## src/rtl/mix_signmag_adder.sv

```systemverilog
// mix_signmag_adder: sign-magnitude arithmetic for the MIX datapath.
//   - registered word adder (sum/sum_ovf) with start/done handshake
//   - combinational word difference (diff/diff_ovf)
//   - combinational index-register adder (isum/isum_ovf)
// Optional feature macro: MIX_ADDER_SUB_EN adds a 'sub' input so the
// registered path can compute in1 - in2 instead of in1 + in2.

// Sign-magnitude add core: X + Y, where a zero result from unlike signs
// keeps X's sign, so -0 and +0 stay distinct.
module mix_sm_core #(
  parameter int MAG = 30
) (
  input  logic           i_x_sign,
  input  logic [MAG-1:0] i_x_mag,
  input  logic           i_y_sign,
  input  logic [MAG-1:0] i_y_mag,
  output logic           o_sign,
  output logic [MAG-1:0] o_mag,
  output logic           o_ovf
);

  logic [MAG:0] w_mag_sum;

  assign w_mag_sum = {1'b0, i_x_mag} + {1'b0, i_y_mag};

  // Like signs add magnitudes; unlike signs subtract the smaller from the larger.
  always_comb begin
    // NOTE: every output gets a default first so no path can infer a latch.
    o_sign = i_x_sign;
    o_mag  = '0;
    o_ovf  = 1'b0;
    if (i_x_sign == i_y_sign) begin
      o_mag = w_mag_sum[MAG-1:0];
      o_ovf = w_mag_sum[MAG];
    end else if (i_x_mag >= i_y_mag) begin
      // Equal magnitudes land here too, giving a zero carrying X's sign.
      o_mag = i_x_mag - i_y_mag;
    end else begin
      o_sign = i_y_sign;
      o_mag  = i_y_mag - i_x_mag;
    end
  end

endmodule

module mix_signmag_adder #(
  parameter int WMAG = 30,
  parameter int IMAG = 12
) (
  input  logic          clk,
  input  logic          reset,
  input  logic          start,
`ifdef MIX_ADDER_SUB_EN
  input  logic          sub,
`endif
  input  logic [WMAG:0] in1,
  input  logic [WMAG:0] in2,
  output logic [WMAG:0] sum,
  output logic          sum_ovf,
  output logic          done,
  output logic [WMAG:0] diff,
  output logic          diff_ovf,
  input  logic [IMAG:0] a,
  input  logic [IMAG:0] b,
  output logic [IMAG:0] isum,
  output logic          isum_ovf
);

  logic            w_add_y_sign;
  logic            w_add_sign;
  logic [WMAG-1:0] w_add_mag;
  logic            w_add_ovf;

  logic [WMAG:0]   r_sum;
  logic            r_sum_ovf;
  logic            r_done;

  // The registered path negates in2 by flipping its sign when subtracting.
`ifdef MIX_ADDER_SUB_EN
  assign w_add_y_sign = in2[WMAG] ^ sub;
`else
  assign w_add_y_sign = in2[WMAG];
`endif

  mix_sm_core #(.MAG(WMAG)) u_word_add (
    .i_x_sign (in1[WMAG]),
    .i_x_mag  (in1[WMAG-1:0]),
    .i_y_sign (w_add_y_sign),
    .i_y_mag  (in2[WMAG-1:0]),
    .o_sign   (w_add_sign),
    .o_mag    (w_add_mag),
    .o_ovf    (w_add_ovf)
  );

  // diff = in1 + (-in2); a zero result inherits in1's sign from the core.
  mix_sm_core #(.MAG(WMAG)) u_word_diff (
    .i_x_sign (in1[WMAG]),
    .i_x_mag  (in1[WMAG-1:0]),
    .i_y_sign (~in2[WMAG]),
    .i_y_mag  (in2[WMAG-1:0]),
    .o_sign   (diff[WMAG]),
    .o_mag    (diff[WMAG-1:0]),
    .o_ovf    (diff_ovf)
  );

  mix_sm_core #(.MAG(IMAG)) u_index_add (
    .i_x_sign (a[IMAG]),
    .i_x_mag  (a[IMAG-1:0]),
    .i_y_sign (b[IMAG]),
    .i_y_mag  (b[IMAG-1:0]),
    .o_sign   (isum[IMAG]),
    .o_mag    (isum[IMAG-1:0]),
    .o_ovf    (isum_ovf)
  );

  // Load the word result on start and pulse done for exactly one cycle.
  always_ff @(posedge clk or posedge reset) begin
    if (reset) begin
      r_sum     <= '0;
      r_sum_ovf <= 1'b0;
      r_done    <= 1'b0;
    end else begin
      // NOTE: non-blocking assignments keep every register sampling pre-edge values.
      r_done <= start;
      if (start) begin
        r_sum     <= {w_add_sign, w_add_mag};
        r_sum_ovf <= w_add_ovf;
      end
    end
  end

  assign sum     = r_sum;
  assign sum_ovf = r_sum_ovf;
  assign done    = r_done;

endmodule

```

## config.mk

```make
export PLATFORM = sky130hd
export DESIGN_NAME = mix_signmag_adder
export DESIGN_NICKNAME = d
export VERILOG_FILES = /design/src/rtl/mix_signmag_adder.sv
export SDC_FILE = /design/constraint.sdc
export NUM_CORES = 1
export LEC_CHECK = 0
export ABC_CLOCK_PERIOD_IN_PS = 3300
export CORE_ASPECT_RATIO = 0.6
export CORE_UTILIZATION = 49
export DETAILED_ROUTE_END_ITERATION = 7
export PLACE_DENSITY = 0.8
export SLEW_MARGIN = 20
export SYNTH_ARGS = -nofsm -noshare
export SYNTH_HDL_FRONTEND = slang
export SYNTH_SLANG_ARGS = --single-unit
```

## constraint.sdc

```tcl
create_clock -name clk -period 3.3 [get_ports clk]
set_clock_uncertainty 0.15 [all_clocks]
set_input_delay 0.33 -clock clk [delete_from_list [all_inputs] [get_ports clk]]
set_output_delay 0.33 -clock clk [all_outputs]
set_load 0.02 [all_outputs]
```

==> results of run 1 <==
[repair_timing]
item                                    CTS
buffers inserted                         84
endpoints found under the setup margin   74
gates resized for setup                 784
cloned                                    1
pin swaps                               149
[per-stage QoR]
stage / cell area, um^2 / TNS [ns] / hold WS, ns / worst slack [ns]
floorplan: 8580 / -0.0139 / 0.211 / -0.0139
global placement: 13400 / -64.16 / 0.313 / -1.52
detailed placement: 13400 / -70.90 / 0.326 / -1.66
CTS: 15600 / -5.87 / 0.221 / -0.336
[Yosys cell counts (13+ instances only)]
| cell | number | area [um^2] |
|---|---|---|
| sky130_fd_sc_hd__nand2_1 | 78 | 293 |
| sky130_fd_sc_hd__xnor2_1 | 54 | 473 |
| sky130_fd_sc_hd__o211ai_1 | 17 | 128 |
| sky130_fd_sc_hd__mux2i_1 | 35 | 350 |
| sky130_fd_sc_hd__o21ai_0 | 70 | 350 |
| sky130_fd_sc_hd__mux2_2 | 16 | 180 |
| sky130_fd_sc_hd__ha_1 | 130 | 1630 |
| sky130_fd_sc_hd__dfrtp_1 | 33 | 826 |
| sky130_fd_sc_hd__a21o_1 | 17 | 128 |
| sky130_fd_sc_hd__nand2b_1 | 16 | 100 |
| sky130_fd_sc_hd__buf_2 | 21 | 105 |
| sky130_fd_sc_hd__o21bai_1 | 27 | 203 |
| sky130_fd_sc_hd__inv_1 | 126 | 473 |
| sky130_fd_sc_hd__nand3_1 | 23 | 115 |
| sky130_fd_sc_hd__a211oi_1 | 13 | 97.6 |
| sky130_fd_sc_hd__a21oi_1 | 130 | 651 |
| sky130_fd_sc_hd__clkbuf_1 | 27 | 101 |
| sky130_fd_sc_hd__nand4_1 | 21 | 131 |
| sky130_fd_sc_hd__nor2_1 | 90 | 338 |
| sky130_fd_sc_hd__nor3_1 | 28 | 140 |
[cells by family after synthesis]
family          after synthesis  synth area share [%]
compound gates              385                  29.9
xor+xnor                     62                  6.44
fa+ha+maj                   136                  20.7
buf+inv                     188                  9.03
flops                        33                  9.79
mux                          52                  6.47
simple gates                308                  17.7
==> results.txt, run 1 <==
The run stopped with a tool error. The last flow stage reached is 5_1_grt. The tool reported: "[ERROR DPL-0038] Utilization greater than 100%, impossible to legalize". The clock tree synthesis step divided the H-tree into 2 levels. The maximum number of pins on one net before global-route repair came out at 40. The largest buffer count on any clock path came out at 2. The placed wire-length estimate came out at ~32000 um. In the synthesized netlist the dominant register cell turns out to be sky130_fd_sc_hd__dfrtp_1.

In this run, synthesis inferred 0 flip-flops with an integrated enable. The tree is rooted in a sky130_fd_sc_hd__clkbuf_16. The number of primary I/O pins is between 150 and 200. The die width is roughly 170 um. The synthesized instance count came out at ~1200. The mapped netlist covers 8440 um^2. The final weighted congestion in routability-driven placement is about 1.1. The end pin of the worst setup path after global-route repair is diff[28]. From bottom edge to top edge, the die measures a little over 100 um. The post-synthesis net count came out at roughly 1400. The number of CTS-inserted buffers came out at 5. After the last repair the worst path ends at an output port.

The mean area per synthesized cell came out at about 7.2 um^2. After synthesis, the share of flip-flops with an asynchronous set or reset is 100%. The placed cell count is about 1900.

The site row count is 36. Yosys printed 0 warnings. The share of the Yosys chip area taken by registers is 9.79%. For this design, the sink count on the clock tree is 33. The number of register bits inferred by synthesis is 33. The unique cell type count in the Yosys netlist is 84. The number of buffers added on ports came out at approximately 170. The initial cell density of the core came out at a little over 50%.

The hold-fix buffer count after cts is 0.
==> run 2, diff against run 1 <==
ABC_CLOCK_PERIOD_IN_PS = 4300   (was 3300)
CORE_ASPECT_RATIO = unset   (was 0.6)
CORE_UTILIZATION = 37   (was 49)
PLACE_DENSITY = unset   (was 0.8)
PLACE_DENSITY_LB_ADDON = 0.15   (was unset)
clock period = 4.3 ns   (was 3.3 ns; I/O delays follow)
==> run 2 against run 1 <==
The run now ends clean. Synthesized cell count unchanged. Synthesized area unchanged.
==> results.txt, run 2 <==
The wire length of the first global-routing pass is ~52000 um. The leakage power summed over all cells is roughly 6.6 nW. The number of CTS-inserted buffers is 5.

The worst register-to-register path has a setup slack of around 3.2 ns. The path class of the tightest hold or removal check is reg2reg. The final setup violation count is 0. For the pin with the worst max-slew slack, the measured transition is roughly 0.72 ns. The largest buffer count on any clock path is 2. At the worst endpoint, the required time is roughly 3.7 ns. The worst hold slack is about 0.34 ns. The number of synthesized flops with an enable pin is 0. The count of antenna-violating nets left after detailed routing is 0. The maximum number of pins on one net before global-route repair came out at 40. The cell class contributing the biggest share of worst-path delay is compound AO/OA/AOI/OAI gates. The worst register-to-register path begins at sum[26]$_DFFE_PP0P_. The area growth from synthesis to layout is 60.7%.

The total global routing overflow is 0. The number of global-route vias before repair came out at roughly 10000. After technology mapping, the gate count stands at around 1200. The area of the core came out at 22100 um^2. The buffer type at the clock tree root is sky130_fd_sc_hd__clkbuf_16. The leading area contributor after synthesis is sky130_fd_sc_hd__ha_1. The mean area per synthesized cell is 7.25 um^2. The area of the die came out at ~23000 um^2. The post-synthesis instance area came out at about 8400 um^2. The final worst-path setup slack is about 0.086 ns.

The number of levels in the clock H-tree is 2. The post-place instance area is 12700 um^2. The fmax is between 200 and 250 MHz. The count of final hold-check violations is 0. The total vias in the final route is 10300. The total power per unit cell area is about 250 nW/um^2. The number of register bits inferred by synthesis is 33. At the placement stage, the worst setup path has a slack of -0.757 ns. The top cell type by area accounts for between 10% and 20% of the synthesized area.

Yosys attributes the largest share of cell area to sky130_fd_sc_hd__ha_1 (19%), sky130_fd_sc_hd__dfrtp_1 (9.8%), sky130_fd_sc_hd__a21oi_1 (7.7%). Dividing the detail-routed wire length by the instance count gives between 15 and 20 um. In this run the most critical hold path is launched from sum[28]$_DFFE_PP0P_. STA classifies the critical path startpoint as an input port. In this run the tightest slew margin relative to its limit is roughly half. The register with the most flip-flops in the layout has 31 of them. The initial cell density of the core came out at 38.2%. In this design, the critical path's most frequently occurring cell is sky130_fd_sc_hd__a21o_1. The clock-pin slew on the worst setup and hold paths came out at roughly 0.060 ns.

The site row count is 54. The initial antenna violation count came out at 0. After synthesis, the share of flip-flops with an asynchronous set or reset is 100%. The HPWL after detailed placement is 26500 um. The total of max-cap violations is 0.

The critical path is of the in2out type. 170 I/O pins were placed. The number of detailed-routing iterations run before antenna repair came out at 6. The number of buffers added on ports came out at 169. The worst reg2reg path depth came out at 2. The area of all placed cells without fillers is 13600 um^2. The peak supply drop is approximately 0.21 mV. The buffering stage count on the worst path with inverters included is 5.

The layout cell share with drive strength beyond 1 is 31.8%. The unique cell type count in the Yosys netlist came out at 84. The flow ran to the end, and the final reports show no timing, DRC or antenna violations. In this run the worst path has a maximum fanout of 3. For this run, the register share of the synthesized area comes to 9.79%.

The total number of yosys warnings is 0. In this run the critical register-to-register path is captured at sum[26]$_DFFE_PP0P_. The primary flip-flop cell chosen by synthesis mapping is sky130_fd_sc_hd__dfrtp_1.

The kind of end point of the critical path is an output pin. The minimum clock period came out at between 4 and 5 ns. Global routing used approximately 27% of the available tracks across all layers. Counting instances, the worst hold path has a depth of 2.

The routed design has 32500 um of wire. The number of DRC markers in iteration 0 is between 700 and 800. The final weighted congestion in routability-driven placement came out at around 0.96. The die width came out at ~150 um. Leaving out fill and tap cells, the most frequent cell in the layout is sky130_fd_sc_hd__buf_4. The number of diodes came out at 0. The maximum cell stage delay along the critical path came out at about 0.50 ns.

The library cells used most frequently in the layout, excluding fill and tap cells, are sky130_fd_sc_hd__buf_4 (345), sky130_fd_sc_hd__inv_1 (120), sky130_fd_sc_hd__a21oi_1 (120). Traced cell by cell, the critical path runs through clkdlybuf4s50_1, inv_1, ha_4, a21o_1, a31o_1, a221o_2, a21o_1, buf_4, nor2_4, buf_6, mux2_2, xnor2_2, nand2_1, o21ai_0, buf_2. Data arrives at the worst endpoint at between 3 and 4 ns. The number of remaining DRC errors is 0. The TritonCTS clock tree is yes. The average vias per placed instance came out at ~5.4. The clock latency of the later-clocked register in the worst-skew pair is a little under 0.3 ns.

The die outline height is roughly 150 um. Synthesis produced a netlist with a net count of about 1400. The number of clock sinks seen by CTS is 33. Ranked by instance count, the synthesized netlist is headed by sky130_fd_sc_hd__a21oi_1 (130), sky130_fd_sc_hd__ha_1 (130), sky130_fd_sc_hd__inv_1 (126).

The count of final max-slew check failures is 0. The largest individual stage delay along the critical path comes from the cell sky130_fd_sc_hd__clkdlybuf4s50_1. The final period utilization came out at 98.0%.

Cells fill between 60% and 70% of the core in the end. After the last flow step, the layout net total stands at between 1500 and 2000. The worst hold path terminates at sum[28]$_DFFE_PP0P_.
## run 2: cell counts after synthesis
Identical to the previous run, type by type.
## run 2: where the power goes
group | total [mW] | internal (mW) | switching, mW
clock network | 0.436 | 0.275 | 0.161
logic | 2.53 | 1.20 | 1.33
registers | 0.432 | 0.384 | 0.0473
## run 2: what timing repair did
action | CTS | global route
hold buffers | 0 | 0
pin swaps | 20 | 42
endpoints found under the setup margin | 42 | 44
setup buffers | 8 | 13
resized for setup | 169 | 141
## run 2: cell type report
class | instances | area, um^2
clock buffer | 5 | 125
timing repair buffer | 518 | 4260
fill | 2084 | 8540
tap | 280 | 350
sequential | 33 | 826
clock inverter | 3 | 46.3
multi-input combinational | 943 | 7460
inverter | 129 | 484
## run 2: worst max-delay path by stage
| stage | from | to | slack (ns) | cells past startpoint |
|---|---|---|---|---|
| after floorplan | in1[0] | diff[28] | 0.52 | 13 |
| after global placement | in1[0] | diff[28] | -0.66 | 16 |
| after detailed placement | in1[0] | diff[28] | -0.76 | 16 |
| after CTS | in1[20] | diff[8] | 0.001 | 15 |
| after global routing | in1[20] | diff[5] | -0.03 | 13 |
| final | in1[20] | diff[22] | 0.09 | 15 |
## run 2: logic make-up (layout without fill, tap and decap cells)
logic type	count (synthesis)	count (layout)	synth area share, %
fa+ha+maj	136	136	20.7
buf+inv	188	655	9.03
simple gates	308	308	17.7
xor+xnor	62	62	6.44
flops	33	33	9.79
compound gates	385	385	29.9
mux	52	52	6.47
## run 2: per-layer routing
metal | GRT usage [%] | routed length, um
met5 | 0 | 0
met4 | 5.00 | 526
met3 | 3.46 | 1900
met2 | 45.9 | 14900
met1 | 37.1 | 15100
## run 2: worst min-delay path, cell delays in order, from the launching register on
cell	delay, ns
sky130_fd_sc_hd__dfrtp_1	0.35
sky130_fd_sc_hd__nand2_1	0.05
sky130_fd_sc_hd__nand4_1	0.06
## run 2: stage by stage
stage / power, mW / setup TNS (ns) / cells
floorplan: 1.68 / 0 / 1164
global placement: 2.85 / -17.26 / 1882
detailed placement: 2.87 / -19.24 / 1882
CTS: 3.30 / 0 / 1898
global route: 3.61 / -0.143 / 1911
finish: 3.40 / 0 / 1911
Power figures use the tool's default switching activity.
